`src/rtl/vga_scanout.sv`:
```
// vga_scanout: read side of the 1-bit game framebuffer, 640x480@60 VGA timing from a 50 MHz clock.
// Counters -> address -> memory -> pixel -> pins is a fixed four-clock pipeline with matched control delay.
module vga_scanout #(
   parameter int unsigned H_ACTIVE = 640,
   parameter int unsigned H_FP     = 16,
   parameter int unsigned H_SYNC   = 96,
   parameter int unsigned H_BP     = 48,
   parameter int unsigned V_ACTIVE = 480,
   parameter int unsigned V_FP     = 10,
   parameter int unsigned V_SYNC   = 2,
   parameter int unsigned V_BP     = 33,
   parameter logic [23:0] FG_COLOR = 24'hFFFFFF,
   parameter logic [23:0] BG_COLOR = 24'h000000
) (
   input  logic        clk,
   input  logic        reset_n,
   output logic        rd_en,
   output logic [18:0] rd_addr,
   input  logic        rd_data,
   output logic        vblank,
   output logic        frame_start,
   output logic [7:0]  VGA_R,
   output logic [7:0]  VGA_G,
   output logic [7:0]  VGA_B,
   output logic        VGA_CLK,
   output logic        VGA_HS,
   output logic        VGA_VS,
   output logic        VGA_BLANK_N,
   output logic        VGA_SYNC_N
);

   localparam int unsigned H_TOTAL = H_ACTIVE + H_FP + H_SYNC + H_BP;
   localparam int unsigned V_TOTAL = V_ACTIVE + V_FP + V_SYNC + V_BP;
   localparam int unsigned HW      = $clog2(H_TOTAL);
   localparam int unsigned VW      = $clog2(V_TOTAL);

   localparam logic [HW-1:0] H_LAST   = HW'(H_TOTAL - 1);
   localparam logic [HW-1:0] H_VIS    = HW'(H_ACTIVE);
   localparam logic [HW-1:0] HS_START = HW'(H_ACTIVE + H_FP);
   localparam logic [HW-1:0] HS_END   = HW'(H_ACTIVE + H_FP + H_SYNC);
   localparam logic [VW-1:0] V_LAST   = VW'(V_TOTAL - 1);
   localparam logic [VW-1:0] V_VIS    = VW'(V_ACTIVE);
   localparam logic [VW-1:0] VS_START = VW'(V_ACTIVE + V_FP);
   localparam logic [VW-1:0] VS_END   = VW'(V_ACTIVE + V_FP + V_SYNC);

   logic          rst_meta, rst_sync;
   logic          phase;
   logic          pix_en;
   logic [HW-1:0] h;
   logic [VW-1:0] v;
   logic          active, hsync, vsync;
   logic [18:0]   addr_calc;
   logic          hs1, vs1;
   logic          act2, hs2, vs2;
   logic          act3, hs3, vs3, pix3;

   // Reset asserts asynchronously but is released through two flops.
   always_ff @(posedge clk or negedge reset_n) begin
      if (!reset_n) begin
         rst_meta <= 1'b0;
         rst_sync <= 1'b0;
      end else begin
         rst_meta <= 1'b1;
         rst_sync <= rst_meta;
      end
   end

   assign pix_en     = phase;
   assign VGA_CLK    = phase;
   assign VGA_SYNC_N = 1'b0;

   always_comb begin
      active = (h < H_VIS) && (v < V_VIS);
      hsync  = (h >= HS_START) && (h < HS_END);
      vsync  = (v >= VS_START) && (v < VS_END);
   end

   generate
      if (H_ACTIVE == 640) begin : g_addr_shift
         always_comb addr_calc = (19'(v) << 9) + (19'(v) << 7) + 19'(h);
      end else begin : g_addr_mul
         always_comb addr_calc = 19'(v) * 19'(H_ACTIVE) + 19'(h);
      end
   endgenerate

   always_ff @(posedge clk or negedge rst_sync) begin
      if (!rst_sync) begin
         phase <= 1'b0;
         h     <= '0;
         v     <= '0;
      end else begin
         phase <= ~phase;
         if (pix_en) begin
            if (h == H_LAST) begin
               h <= '0;
               v <= (v == V_LAST) ? '0 : v + 1'b1;
            end else begin
               h <= h + 1'b1;
            end
         end
      end
   end

   // Stages 1-3 run every clk; the counters only move every other clk,
   // so each stage holds one pixel for two clocks and the output stage
   // picks it up on the pix_en edge four clocks after the counters.
   always_ff @(posedge clk or negedge rst_sync) begin
      if (!rst_sync) begin
         rd_en       <= 1'b0;
         rd_addr     <= '0;
         hs1         <= 1'b0;
         vs1         <= 1'b0;
         act2        <= 1'b0;
         hs2         <= 1'b0;
         vs2         <= 1'b0;
         act3        <= 1'b0;
         hs3         <= 1'b0;
         vs3         <= 1'b0;
         pix3        <= 1'b0;
         vblank      <= 1'b0;
         frame_start <= 1'b0;
      end else begin
         rd_en       <= active;
         rd_addr     <= active ? addr_calc : '0;
         hs1         <= hsync;
         vs1         <= vsync;
         act2        <= rd_en;
         hs2         <= hs1;
         vs2         <= vs1;
         act3        <= act2;
         hs3         <= hs2;
         vs3         <= vs2;
         pix3        <= rd_data & act2;
         vblank      <= (v >= V_VIS);
         frame_start <= (v == V_VIS) && !vblank;
      end
   end

   always_ff @(posedge clk or negedge rst_sync) begin
      if (!rst_sync) begin
         VGA_HS      <= 1'b1;
         VGA_VS      <= 1'b1;
         VGA_BLANK_N <= 1'b0;
         {VGA_R, VGA_G, VGA_B} <= '0;
      end else if (pix_en) begin
         VGA_HS      <= ~hs3;
         VGA_VS      <= ~vs3;
         VGA_BLANK_N <= act3;
         if (!act3)
            {VGA_R, VGA_G, VGA_B} <= '0;
         else
            {VGA_R, VGA_G, VGA_B} <= pix3 ? FG_COLOR : BG_COLOR;
      end
   end

endmodule

```
`config.mk`:
```
export PLATFORM = sky130hd
export DESIGN_NAME = vga_scanout
export DESIGN_NICKNAME = d
export VERILOG_FILES = /design/src/rtl/vga_scanout.sv
export SDC_FILE = /design/constraint.sdc
export NUM_CORES = 1
export LEC_CHECK = 0
export ABC_AREA = 1
export CAP_MARGIN = 25
export CORE_MARGIN = 10
export CORE_UTILIZATION = 48
export DETAILED_ROUTE_END_ITERATION = 8
export GPL_TIMING_DRIVEN = 0
export PLACE_DENSITY = 0.76
export RECOVER_POWER = 25
export SLEW_MARGIN = 40
export SYNTH_ARGS = -nofsm -noshare
export SYNTH_HDL_FRONTEND = slang
export SYNTH_SLANG_ARGS = --single-unit
```
`constraint.sdc`:
```
create_clock -name clk -period 1.8 [get_ports clk]
set_input_delay 0.18 -clock clk [delete_from_list [all_inputs] [get_ports clk]]
set_output_delay 0.18 -clock clk [all_outputs]
set_load 0.01 [all_outputs]
```
==> impl_metrics.py <==
metrics = {
    "die": {
        "die_area_um2": 10500,
        "core_um2": 6460,
        "ios": 54,
        "initial_core_util_pct": 50.3,
        "die_w_um": 102,
        "die_h_um": 102,
        "rows": 29,
    },
    "layout": {
        "seq_area_um2": 1470,
        "design_area_um2": 4440,
        "final_cells": 534,
        "nFillCells": 502,
        "diodes": 0,
        "fin_util_pct": 68.7,
        "multiInputGateArea_um2": 1570,
        "areaGrowthSynthToFinish_pct": 36.7,
        "drive_above_1_share_pct": 31.1,
        "nets": 481,
    },
    "run_status": {
        "status": "finished with violations",
        "violations": "negative setup slack",
    },
    "yosys": {
        "ys.flop_type": "dfrtp_1",
        "synth_seq_cells": 58,
        "ys_async_sr_fraction_pct": 100,
        "syn_area_per_cell_um2": 8.80,
        "synth_seq_area_share_pct": 44.8,
        "synth_cell_types": 35,
        "syn_area_um2": 3250,
        "syn_nets": 398,
        "yosysWarnings": 0,
        "synth_edf_count": 0,
        "synth_cells": 369,
    },
    "route": {
        "num_vias": 2653,
        "drtAntennaViolNets": 0,
        "drc": 0,
        "drt_wl_total_um": 7810,
        "first_iter_violations": 93,
        "routed_via_density": 4.97,
        "drt-pass1-iter-count": 4,
        "wire_per_inst_um": 14.6,
    },
    "sta": {
        "worst_clock_skew_ns": 0.00588,
        "finalCritPeriodShare_pct": 116,
        "rsz0062_at_grt": "true",
        "fmax_mhz": 481,
        "tightest_slew_ns": 1.04,
        "finalHoldViolCount": 0,
        "hold_ws_ns": 0.344,
        "setup_ws_ns": -0.279,
        "setup_viol": 9,
        "maxSlewHeadroom_pct": 30.9,
        "finalCriticalPeriod_ns": 2.08,
        "final_max_slew_viol_count": 0,
    },
    "power_and_ir_drop": {
        "ir_drop_uv": 650,
        "power_mw": 2.79,
        "p_leak_nw": 2.28,
        "p_per_area_nw_per_um2": 628,
    },
    "clock_tree": {
        "cts_tree": "yes",
        "htreeDepth": 3,
        "numCtsBuffers": 9,
        "root_buffer": "clkbuf_8",
        "cts_sinks": 58,
        "cts_max_path_buffers": 2,
        "clk_pin_slew_ns": 0.07,
        "clock_latency_ns": 0.34,
    },
    "worst_setup_path": {
        "critPathArrivalTime_ns": 2.30,
        "setup.worst_path.start_class": "flip-flop",
        "worstSetupEndpointType": "flip-flop",
        "cp_max_fo": 3,
        "cp.required_ns": 2.02,
        "crit_type": "flip-flop to flip-flop",
    },
    "job": {
        "cap_viol_max_count": 0,
    },
    "place": {
        "numPlacedInstances": 499,
        "hpwl_um": 5120,
        "dpl-instance-area_um2": 3910,
        "portBuffers": 52,
        "place_congestion": 0.869,
    },
    "global_routing": {
        "grt_remaining_overflow": 0,
        "antenna_found_initial": 0,
        "grt_pass1_wl_um": 12000,
        "track_usage_pct": 14.4,
        "grt_start_max_net_pins": 30,
        "grt_pass1_vias": 2544,
    },
    "worst_hold_path": {
        "hold_class": "flip-flop to flip-flop",
    },
}
[worst paths after layout]
path / start / end / slack [ns] / cells past startpoint
min: hs1$_DFF_PN0_ / hs2$_DFF_PN0_ / 0.34 / 0
max in group asynchronous: rst_sync$_DFF_PN0_ / v[4]$_DFFE_PN0P_ / 0.28 / 1
max: v[2]$_DFFE_PN0P_ / rd_addr[12]$_DFF_PN0_ / -0.28 / 8
min in group asynchronous: rst_sync$_DFF_PN0_ / pix3$_DFF_PN0_ / 0.43 / 0
max reg2reg: v[2]$_DFFE_PN0P_ / rd_addr[12]$_DFF_PN0_ / -0.28 / 8
min reg2reg: hs1$_DFF_PN0_ / hs2$_DFF_PN0_ / 0.34 / 0
[repair_timing]
item | 4_1_cts | 5_1_grt
buffers inserted | 7 | 11
hold buffers | 1 | 0
endpoints found under the setup margin | 33 | 32
gates resized for setup | 24 | 35
hold endpoints to repair | 2 | 0
pin swaps | 4 | 7
[kinds of logic (layout without fill, tap and decap cells)]
kind of cell / Yosys count / count (layout) / share of synthesized area [%]
flip-flops: 58 / 58 / 44.8
XOR/XNOR: 9 / 9 / 2.43
buffers and inverters: 79 / 167 / 12.5
AND/OR/NAND/NOR: 164 / 164 / 23.7
other: 2 / 2 / 0.231
AO/OA/AOI/OAI: 31 / 31 / 5.86
adder cells (fa/ha/maj): 26 / 26 / 10.5
[state kept, by name, indices dropped and copies added (netlist names)]
signal,count
rd_addr,19
h,10
v,10
VGA_BLANK_N,1
VGA_CLK,1
VGA_HS,1
VGA_R,1
VGA_VS,1
act2,1
act3,1
frame_start,1
hs1,1
hs2,1
hs3,1
pix3,1
rd_en,1
rst_meta,1
rst_sync,1
vblank,1
vs1,1
vs2,1
vs3,1
[layer usage]
metal / wire (um) / GRT usage, % / up-vias
li1: - / - / 1302
met1: 3120 / 16.6 / 1253
met2: 4160 / 24.9 / 89
met3: 441 / 5.20 / 9
met4: 89 / 3.80 / 0
met5: 0 / 0 / -
[Yosys cell counts (all sizes together), types with 2 or more instances]
master   n  share of area (%)
buf     27                6.4
fa       2                1.2
dfrtp   56                 43
ha      24                9.3
nor3     7                1.4
xor2     5                1.3
inv     52                6.1
a21oi   11                1.7
o21ai   16                3.2
dfstp    2                1.6
conb     2               0.23
nand3b   2               0.46
nand2   82                9.9
nor2    47                7.3
nand4    4                1.2
xnor2    4                1.1
nand3   21                3.2
[power breakdown]
group          leakage (nW)  internal [mW]  switching (mW)
Sequential            0.734           1.31          0.0137
Combinational          1.43         0.0812          0.0572
Clock                 0.113          0.815           0.510
[layout make-up]
type                            count  area share [%]
Multi-Input combinational cell    232            35.4
Sequential cell                    58            33.0
Timing Repair Buffer               72            15.3
Buffer                             27            4.68
Inverter                           52            4.51
Clock buffer                       11            3.19
Tap cell                           77            2.17
Clock inverter                      5            1.78
[worst max-delay path, cell delays in order (launching register included)]
cell and delay (ns):
dfrtp_2 0.43, inv_2 0.08, fa_2 0.47, fa_2 0.41
nand3b_1 0.18, nand2_2 0.11, buf_4 0.12, xnor2_1 0.11
nor2_1 0.06
[per-stage QoR]
stage | setup TNS (ns) | setup WS (ns)
2_1_floorplan | -0.749 | -0.152
4_1_cts | -1.03 | -0.208
5_1_grt | -2.37 | -0.345
3_5_place_dp | -2.14 | -0.349
6_report | -1.62 | -0.279
3_3_place_gp | -28.60 | -0.667
[layout by cell type, fill, tap and decap left out, types with 4 or more instances in the layout]
master,Yosys,routed
a21oi_1,11,7
buf_4,24,51
clkbuf_8,0,10
clkdlybuf4s50_1,0,31
dfrtp_1,56,49
dfrtp_2,0,6
dlymetal6s2s_1,0,10
ha_1,24,17
ha_4,0,7
inv_1,46,41
inv_2,5,9
nand2_1,77,72
nand2_2,5,10
nand3_1,21,17
nor2_1,32,32
nor2_2,12,12
nor3_1,5,5
o21ai_0,9,9
xor2_1,5,4
Note: power is estimated with default switching activity, not from simulation.
==> RTL edit 1, RTL diff (config.mk and constraints unchanged) <==
Change the parameter `H_FP` from 16 to 8.
--- a/src/rtl/vga_scanout.sv
+++ b/src/rtl/vga_scanout.sv
@@ -4,3 +4,3 @@
    parameter int unsigned H_ACTIVE = 640,
-   parameter int unsigned H_FP     = 16,
+   parameter int unsigned H_FP     = 8,
    parameter int unsigned H_SYNC   = 96,
Behaviour: no difference found for any inputs over 10 cycles, from zero or initial values and one cycle with reset_n low; that may be too few to reach the edited logic, so the function may still have changed.
==> RTL edit 1 against the unedited design <==
  * The run still ends with setup timing left
  * Sequential cell count is the same
  * Worst setup slack improved by 0.060 ns
  * Via count is 3.3% higher
  * Synthesized area is 1.2% lower
  * Design area up 1.1%
  * Wire length increased by 3.0%
  * Total power fell by 0.63%
  * Clock skew increased by 0.0017 ns
  * Critical endpoint is now rd_addr[17]$_DFF_PN0_
==> RTL edit 1: results <==
{
  "gp_congestion": 0.8966,
  "synth_adder_area_share_pct": 10.22,
  "finalSetupViolations": 8,
  "outcome": "finished with violations",
  "via_per_inst": 4.964,
  "fin_nets": 498,
  "tns_ns": -0.9065,
  "ys_top_cells_by_count": "nand2_1 (78), dfrtp_1 (56), nor2_1 (51), inv_1 (50), buf_4 (25)",
  "wl_met3_um": 559,
  "synth_nets": 412,
  "finalWorstSetupSlack_ns": -0.2198,
  "met1_usage_pct": 17.58,
  "violations": "setup timing",
  "whs_ns": 0.2251,
  "intPower_mw": 2.171,
  "cts_setup_buffers": 16,
  "yosysSeqAreaShare_pct": 45.34,
  "synthTopCellsByArea": "dfrtp_1 (44%), nand2_1 (9.1%), ha_1 (9.0%)",
  "min_path_type": "reg -> async",
  "hpwl_mm": 5.344,
  "power.switching_mw": 0.5969,
  "crit_path_end": "rd_addr[17]$_DFF_PN0_",
  "wl_met1_mm": 3.281,
  "crit_arrival_ns": 2.26,
  "vias": 2740,
  "ctsResizeCount": 25,
  "rr_worst_depth": 11,
  "grt_usage_pct": 15.29,
  "drive_gt1_share_pct": 28.63,
  "p_leak_nw": 2.300,
  "fillers": 451,
  "use_met2_pct": 25.75,
  "use_met3_pct": 4.697,
  "synth_xor_area_share_pct": 2.458,
  "peakVddDrop_mv": 0.4170
}
==> RTL edit 1: changes by cell type after synthesis, moves of 2 or more <==
cell	change
nand3_1	+2
a21oi_1	-2
inv_1	+4
nand3_2	+3
nor2_2	-8
o21ai_0	+4
nand2_2	-5
nor2_1	+19
nor3_2	-2
xor2_1	+2
xnor2_1	-2
o21ai_1	+3
buf_6	-2
==> RTL edit 1: final cells by class <==
class | count | area, sq um | share of cell area, %
Clock buffer | 11 | 131.4 | 2.928
Inverter | 56 | 215.2 | 4.796
Multi-Input combinational cell | 243 | 1567 | 34.91
Tap cell | 77 | 96.34 | 2.147
Timing Repair Buffer | 75 | 733.2 | 16.34
Clock inverter | 5 | 78.83 | 1.757
Sequential cell | 58 | 1468 | 32.71
Buffer | 27 | 197.7 | 4.406
==> RTL edit 2, RTL diff (same flow settings) <==
Made on the original files. Take the reset off `rd_addr` and load it in a clocked block of its own.
--- a/src/rtl/vga_scanout.sv
+++ b/src/rtl/vga_scanout.sv
@@ -109,3 +109,2 @@
          rd_en       <= 1'b0;
-         rd_addr     <= '0;
          hs1         <= 1'b0;
@@ -123,3 +122,2 @@
          rd_en       <= active;
-         rd_addr     <= active ? addr_calc : '0;
          hs1         <= hsync;
@@ -136,2 +134,6 @@
       end
+   end
+
+   always_ff @(posedge clk) begin
+      rd_addr <= active ? addr_calc : '0;
    end
Behaviour: differs if reset_n is asserted again (counterexample within 10 cycles, from zero or initial values and one cycle with reset_n low); with reset_n held inactive, the same outputs for 10 cycles.
==> RTL edit 2 against the unedited design <==
  * The run still ends with setup timing left
  * Sequential cell count stayed put
  * Non-clock buffer count is 7 lower
  * Worst setup slack better by 0.083 ns
  * Global-route usage is 0.25 points lower
  * Synthesized area is 3.9% lower
  * Design area is 5.8% lower
  * Count of clock-buffer cells in the layout stayed put
  * Wire length is 7.0% lower
  * Total power is 6.3% lower
  * Critical endpoint is now rd_addr[18]$_SDFF_PN0_
==> RTL edit 2: results <==
{
  "ys_top_cells_by_count": "nand2_1 (83), inv_1 (47), nor2_1 (43), dfrtp_1 (37), buf_4 (25)",
  "min_path_type": "reg -> async",
  "drive_gt1_share_pct": 28.10,
  "hpwl_mm": 5.168,
  "synth_cell_types": 31,
  "whs_ns": 0.3165,
  "via_per_inst": 5.007,
  "synth_nets": 406,
  "gp_congestion": 0.8704,
  "peakVddDrop_mv": 0.7406,
  "multi_input_area_share_pct": 35.93,
  "max_stage_delay_ns": 0.56,
  "powerDensity_mw_per_mm2": 624.3,
  "met1_usage_pct": 15.39,
  "final_cells": 536,
  "violations": "setup timing",
  "drt_iter0_drc": 159,
  "finalSetupViolations": 8,
  "use_met2_pct": 23.98,
  "slowest_stage": "fa_1",
  "r2r_start": "h[9]$_DFFE_PN0P_",
  "yosysSeqAreaShare_pct": 43.58,
  "finalWorstSetupSlack_ns": -0.1969,
  "num-nonclk-buffers": 92,
  "reg2reg_to": "rd_addr[18]$_SDFF_PN0_",
  "synth_cells": 377,
  "use_met3_pct": 6.516,
  "tns_ns": -1.151,
  "synth_adder_area_share_pct": 10.91,
  "clock_cell_area_share_pct": 4.666,
  "grt_max_degree": 26,
  "wire_per_inst_um": 13.56,
  "synthTopCellsByArea": "dfrtp_1 (30%), dfxtp_1 (12%), nand2_1 (10%)",
  "multi_input_cells": 241,
  "dieArea_sq_mm": 0.01012,
  "rr_worst_depth": 12,
  "synth_xor_area_share_pct": 1.124,
  "cts_setup_buffers": 6,
  "p_leak_nw": 2.201,
  "grt_usage_pct": 14.19,
  "dp.cells": 507,
  "fin_nets": 483,
  "crit_arrival_ns": 2.23,
  "final.setup_skew_ns": 0.01082,
  "outcome": "finished with violations",
  "ys_async_sr_fraction_pct": 67.24,
  "grt_pass1_vias": 2602,
  "nonClkBufAreaFrac_pct": 19.59,
  "ctsResizeCount": 15,
  "grt_pass1_wl_mm": 11.79,
  "wl_met2_mm": 3.510,
  "wl_met3_um": 663
}
[RTL edit 2: how the worst max path moves through the flow]
stage | from | to | slack [ns] | cells past startpoint
6_report | h[9]$_DFFE_PN0P_ | rd_addr[18]$_SDFF_PN0_ | -0.20 | 12
5_1_grt | v[2]$_DFFE_PN0P_ | rd_addr[18]$_SDFF_PN0_ | -0.29 | 12
3_3_place_gp | v[0]$_DFFE_PN0P_ | rd_addr[18]$_SDFF_PN0_ | -0.36 | 12
2_1_floorplan | v[0]$_DFFE_PN0P_ | rd_addr[18]$_SDFF_PN0_ | -0.15 | 12
3_5_place_dp | v[0]$_DFFE_PN0P_ | rd_addr[17]$_SDFF_PN0_ | -0.37 | 11
4_1_cts | v[0]$_DFFE_PN0P_ | rd_addr[18]$_SDFF_PN0_ | -0.22 | 12
[RTL edit 2: power by group]
part	internal (mW)	switching, mW
clock network	0.672	0.499
registers	1.30	0.00939
logic	0.0770	0.0523
